==> config.mk <==
export PLATFORM = sky130hd
export DESIGN_NAME = decimal_parser
export DESIGN_NICKNAME = d
export VERILOG_FILES = /design/src/rtl/decimal_parser.sv
export SDC_FILE = /design/constraint.sdc
export NUM_CORES = 1
export LEC_CHECK = 0
export ABC_CLOCK_PERIOD_IN_PS = 7900
export BUFFER_PORTS_ARGS = -buffer_cell sky130_fd_sc_hd__buf_2
export CORE_UTILIZATION = 60
export DETAILED_ROUTE_END_ITERATION = 12
export PLACE_DENSITY = 0.88
export RECOVER_POWER = 50
export SYNTH_ARGS = -nofsm -noshare
export SYNTH_HDL_FRONTEND = slang
export SYNTH_SLANG_ARGS = --single-unit
==> constraint.sdc <==
create_clock -name clk -period 7.9 [get_ports clk]
set_input_delay 0 -clock clk [delete_from_list [all_inputs] [get_ports clk]]
set_output_delay 0 -clock clk [all_outputs]
set_load 0.03 [all_outputs]
==> src/rtl/decimal_parser.sv <==
// ASCII decimal token parser: digits with optional leading '-', clamped to +/-999.
// Define PARSER_NEG_EN to accept the sign character and produce negative results.
module decimal_parser (
  input  logic        clk,
  input  logic        rst,
  input  logic [7:0]  in_data,
  input  logic        in_valid,
  output logic        in_ready,
  output logic [10:0] out_data,
  output logic        out_valid,
  input  logic        out_ready,
  output logic        out_sat,
  output logic        out_err
);

`ifdef PARSER_NEG_EN
  typedef enum logic [2:0] {StIdle, StSign, StDigits, StDiscard, StOut} state_e;
`else
  typedef enum logic [2:0] {StIdle, StDigits, StDiscard, StOut} state_e;
`endif

  state_e      state_q, state_d;
  logic [9:0]  mag_q, mag_d;
  logic        sat_q, sat_d;
  logic        err_q, err_d;
  logic [10:0] out_data_q, out_data_d;
  logic        out_sat_q, out_sat_d;
  logic        out_err_q, out_err_d;

  logic        accept, is_digit, is_term, neg, load_out, tok_err;
  logic [13:0] prod;
  logic [9:0]  mag_upd;
  logic        sat_hit;

  assign accept   = in_valid && in_ready;
  assign is_digit = (in_data >= 8'h30) && (in_data <= 8'h39);
  assign is_term  = (in_data == 8'h0A) || (in_data == 8'h0D) || (in_data == 8'h20);

  // 999*10+9 fits in 14 bits; clamping makes sat sticky because 999 re-overflows.
  assign prod    = 14'(mag_q) * 14'd10 + 14'(in_data[3:0]);
  assign sat_hit = prod > 14'd999;
  assign mag_upd = sat_hit ? 10'd999 : prod[9:0];

`ifdef PARSER_NEG_EN
  logic is_sign, neg_q, neg_d;
  assign is_sign = (in_data == 8'h2D);
  assign neg     = neg_q;

  always_ff @(posedge clk or posedge rst) begin
    if (rst) neg_q <= 1'b0;
    else     neg_q <= neg_d;
  end
`else
  assign neg = 1'b0;
`endif

  always_comb begin
    state_d    = state_q;
    mag_d      = mag_q;
    sat_d      = sat_q;
    err_d      = err_q;
    out_data_d = out_data_q;
    out_sat_d  = out_sat_q;
    out_err_d  = out_err_q;
    load_out   = 1'b0;
    tok_err    = err_q;
`ifdef PARSER_NEG_EN
    neg_d      = neg_q;
`endif
    unique case (state_q)
      StIdle: if (accept) begin
        if (is_digit) begin
          mag_d   = mag_upd;
          sat_d   = sat_hit;
          state_d = StDigits;
`ifdef PARSER_NEG_EN
        end else if (is_sign) begin
          neg_d   = 1'b1;
          state_d = StSign;
`endif
        end else if (!is_term) begin
          state_d = StDiscard;
        end
      end
`ifdef PARSER_NEG_EN
      StSign: if (accept) begin
        if (is_digit) begin
          mag_d   = mag_upd;
          sat_d   = sat_hit;
          state_d = StDigits;
        end else if (is_term) begin
          tok_err  = 1'b1;
          load_out = 1'b1;
        end else begin
          state_d = StDiscard;
        end
      end
`endif
      StDigits: if (accept) begin
        if (is_digit) begin
          mag_d = mag_upd;
          sat_d = sat_q | sat_hit;
        end else if (is_term) begin
          load_out = 1'b1;
        end else begin
          state_d = StDiscard;
        end
      end
      StDiscard: if (accept && is_term) begin
        tok_err  = 1'b1;
        load_out = 1'b1;
      end
      StOut: if (out_ready) begin
        state_d    = StIdle;
        mag_d      = '0;
        sat_d      = 1'b0;
        err_d      = 1'b0;
        out_data_d = '0;
        out_sat_d  = 1'b0;
        out_err_d  = 1'b0;
`ifdef PARSER_NEG_EN
        neg_d      = 1'b0;
`endif
      end
      default: state_d = StIdle;
    endcase

    if (load_out) begin
      state_d   = StOut;
      err_d     = tok_err;
      out_err_d = tok_err;
      out_sat_d = !tok_err && sat_q;
      if (tok_err)  out_data_d = '0;
      else if (neg) out_data_d = 11'd0 - {1'b0, mag_q};
      else          out_data_d = {1'b0, mag_q};
    end
  end

  always_ff @(posedge clk or posedge rst) begin
    if (rst) begin
      state_q    <= StIdle;
      mag_q      <= '0;
      sat_q      <= 1'b0;
      err_q      <= 1'b0;
      out_data_q <= '0;
      out_sat_q  <= 1'b0;
      out_err_q  <= 1'b0;
    end else begin
      state_q    <= state_d;
      mag_q      <= mag_d;
      sat_q      <= sat_d;
      err_q      <= err_d;
      out_data_q <= out_data_d;
      out_sat_q  <= out_sat_d;
      out_err_q  <= out_err_d;
    end
  end

  assign in_ready  = (state_q != StOut);
  assign out_valid = (state_q == StOut);
  assign out_data  = out_data_q;
  assign out_sat   = out_sat_q;
  assign out_err   = out_err_q;

endmodule
==> impl_metrics.py <==
metrics = {
    "cts": {
        "insertion_delay_ns": 0.31,
        "tritoncts": "yes",
        "numCtsBuffers": 3,
        "clock-root-buffer": "clkbuf_4",
        "numClockSinks": 26,
        "clk_path_buf_depth": 2,
        "cts_resized": 0,
        "htree_num_levels": 1,
        "cts.clk_slew.worst_paths_ns": 0.13,
    },
    "worst_hold_path": {
        "hold_path.class": "in2reg",
    },
    "timing": {
        "timing.slew.headroom": 0.408,
        "fmax_ghz": 0.294,
        "hold_violations": 0,
        "setup_viol": 0,
        "worst_pin_slew_ns": 0.886,
        "final_max_slew_viol_count": 0,
        "fin_crit_sh": 0.431,
        "final.setup.tns_ns": 0,
        "clock_skew_ns": 0.00670,
        "finalCriticalPeriod_ns": 3.40,
        "setup_slack_ns": 4.50,
        "rsz0062_at_grt": "no",
        "whs_ns": 0.163,
    },
    "power": {
        "seqPwrFrac": 0.485,
        "vdd_drop_max_uv": 64.0,
        "leakage_nw": 1.05,
        "clock_power_share": 0.293,
        "swShare": 0.274,
        "finalPower_w": 0.000299,
        "p_int_w": 0.000217,
        "power_density_nw_per_um2": 138,
        "switchingPower_w": 0.0000817,
        "combPwrFrac": 0.222,
    },
    "final_layout": {
        "drive_gt1_frac": 0.109,
        "final_cell_mix": "dfrtp_1 (26), ha_1 (19), a21oi_1 (17), a22o_1 (17)",
        "final_nets": 264,
        "antennaDiodeCount": 0,
        "layout_commonest_cell": "dfrtp_1",
        "n_fill_cell": 248,
        "area_growth_syn_to_layout_pct": 10.7,
        "fin_util": 0.701,
    },
    "grt": {
        "use_met1": 0.308,
        "grt_pass1_wl_um": 6510,
        "grt_use_met3": 0.0131,
        "antenna_found_initial": 0,
        "busiest_layer": "met2",
        "grt_pass1_vias": 1556,
        "overflow": 0,
        "grt_max_degree": 27,
        "globalRouteMet2Util": 0.419,
        "grtUsageTotal": 0.244,
    },
    "placed_design": {
        "gp_congestion": 0.849,
        "preCtsSetupSlack_ns": 4.54,
        "hpwlAfterDp_um": 2990,
        "portBuffers": 25,
    },
    "route": {
        "wire_per_inst_um": 13.8,
        "vias": 1631,
        "drt_wl_total_um": 3780,
        "drc": 0,
        "dr.first_iter.drc_count": 70,
        "ant_nets": 0,
        "vias_per_cell": 5.95,
        "drtPass1Iterations": 4,
    },
    "die": {
        "die-height_um": 59.0,
        "core_um2": 3080,
        "io_pins": 27,
        "initial_core_util": 0.633,
        "die_area_um2": 3480,
        "fp.dieW_um": 59.0,
        "rows": 20,
    },
    "logic_synthesis": {
        "synth_cell_types": 52,
        "synth_warnings": 0,
        "synth_area_um2": 1950,
        "synth.yosys.seq_area_share": 0.334,
        "synth_cells": 206,
        "postSynthAreaPerCell_um2": 9.46,
        "synth_seq_cells": 26,
    },
    "job": {
        "maxCapViolCount": 0,
    },
    "setup_path": {
        "path_class": "reg2reg",
        "crit_path_frequent_cell": "ha_1",
        "critical_path.max_stage_delay_ns": 0.50,
        "cp.buffers_inverters": 1,
        "cp_slowest_cell": "dfrtp_1",
        "crit_path_start_kind": "flip-flop",
        "required_ns": 8.11,
        "path_cells": "ha_1 -> ha_1 -> inv_1 -> fa_1 -> nand2b_1 -> nor3_1 -> or3b_1 -> a31o_1 -> and2_4 -> a22o_1",
        "endpoint_kind": "flip-flop",
        "crit_fanout": 8,
        "critPathTopFamily": "simple AND/OR/NAND/NOR gates",
        "cp.arrival_ns": 3.61,
    },
    "status": {
        "outcome": "finished clean",
    },
}
==> Yosys cell counts, drive strengths merged <==
cell type | count | share of area
xor2 | 7 | 0.031
xnor2 | 7 | 0.031
a31oi | 4 | 0.013
o2111ai | 1 | 0.0045
nand3 | 9 | 0.023
a31o | 1 | 0.0045
nand2 | 7 | 0.013
nand4 | 3 | 0.0096
o22ai | 1 | 0.0032
nor2b | 3 | 0.0096
o211ai | 1 | 0.0064
a21boi | 1 | 0.0039
o31a | 1 | 0.0045
and4 | 2 | 0.0090
conb | 1 | 0.0019
ha | 19 | 0.12
buf | 5 | 0.017
and2 | 2 | 0.0077
nor2 | 13 | 0.025
a311oi | 2 | 0.012
inv | 10 | 0.019
dfrtp | 26 | 0.33
nor3 | 4 | 0.010
nor4 | 2 | 0.0096
fa | 2 | 0.021
a211o | 1 | 0.0045
or2 | 2 | 0.0064
nand3b | 2 | 0.0077
a22oi | 4 | 0.018
a211oi | 3 | 0.012
or3 | 1 | 0.0032
nand4b | 2 | 0.0090
nor3b | 1 | 0.0039
o21bai | 1 | 0.0039
o21ai | 8 | 0.022
or3b | 2 | 0.0090
a22o | 17 | 0.076
a21oi | 17 | 0.044
and3b | 1 | 0.0045
clkbuf | 5 | 0.0096
a21o | 4 | 0.015
nand2b | 1 | 0.0032
==> kinds of logic after synthesis <==
kind of cell    share of synthesized area
xor+xnor                           0.0629
simple gates                        0.164
flops                               0.334
fa+ha+maj                           0.143
compound gates                      0.248
other cells                       0.00192
buf+inv                            0.0462
==> routing by layer <==
metal	up-vias	share of wire
met3	7	0.024
met4	0	0.025
met2	31	0.49
met1	767	0.46
li1	826	-
met5	-	0
==> power groups by stage <==
stage                     Combinational (W)  Clock (W)  Sequential [W]
after floorplan                   0.0000557          0        0.000144
after detailed placement          0.0000645          0        0.000147
final                             0.0000663  0.0000873        0.000145
after global routing              0.0000752  0.0000949        0.000146
after CTS                         0.0000663  0.0000890        0.000145
after global placement            0.0000625          0        0.000147
==> metrics by stage <==
step | cell area (µm²) | std cells
floorplan | 1950 | 207
global placement | 2080 | 266
detailed placement | 2080 | 266
CTS | 2170 | 274
global route | 2160 | 274
finish | 2160 | 274
==> final cells by class <==
class,instances,area (µm²),area share
well taps,44,55.1,0.0255
flip-flops and latches,26,651,0.302
multi-input cells,161,1210,0.561
clock inverters,1,30.0,0.0139
clock buffers,3,22.5,0.0104
inverters,10,37.5,0.0174
repair buffers,29,150,0.0696
==> worst min-delay path, delay by kind of cell <==
kind	cells	cell delay, ns
AO/OA/AOI/OAI	2	0.17
adder cells (fa/ha/maj)	1	0.15
buffers and inverters	1	0.12
==> state kept, by name, summed over array words and instances (netlist names) <==
signal    cells
sat_q         1
out_sat       1
state_q       3
mag_q        10
out_err       1
out_data     10
==> timing repair <==
action | in CTS | in global routing
setup endpoints to repair | 0 | 0
hold buffers | 4 | 0
buffers inserted | 0 | 0
endpoints found under the hold margin | 29 | 0
==> worst paths after layout <==
path / startpoint / endpoint / slack, ns / cells past startpoint
hold reg to reg: out_data[2] / out_data[2] / 0.52 / 1
hold / removal: in_data[1] / mag_q[1] / 0.16 / 4
setup / recovery: mag_q[1] / mag_q[3] / 4.50 / 10
max in group asynchronous: rst / out_data[2] / 6.94 / 3
setup reg to reg: mag_q[1] / mag_q[3] / 4.50 / 10
min in group asynchronous: rst / state_q[2] / 0.42 / 3
Power figures use the tool's default switching activity.
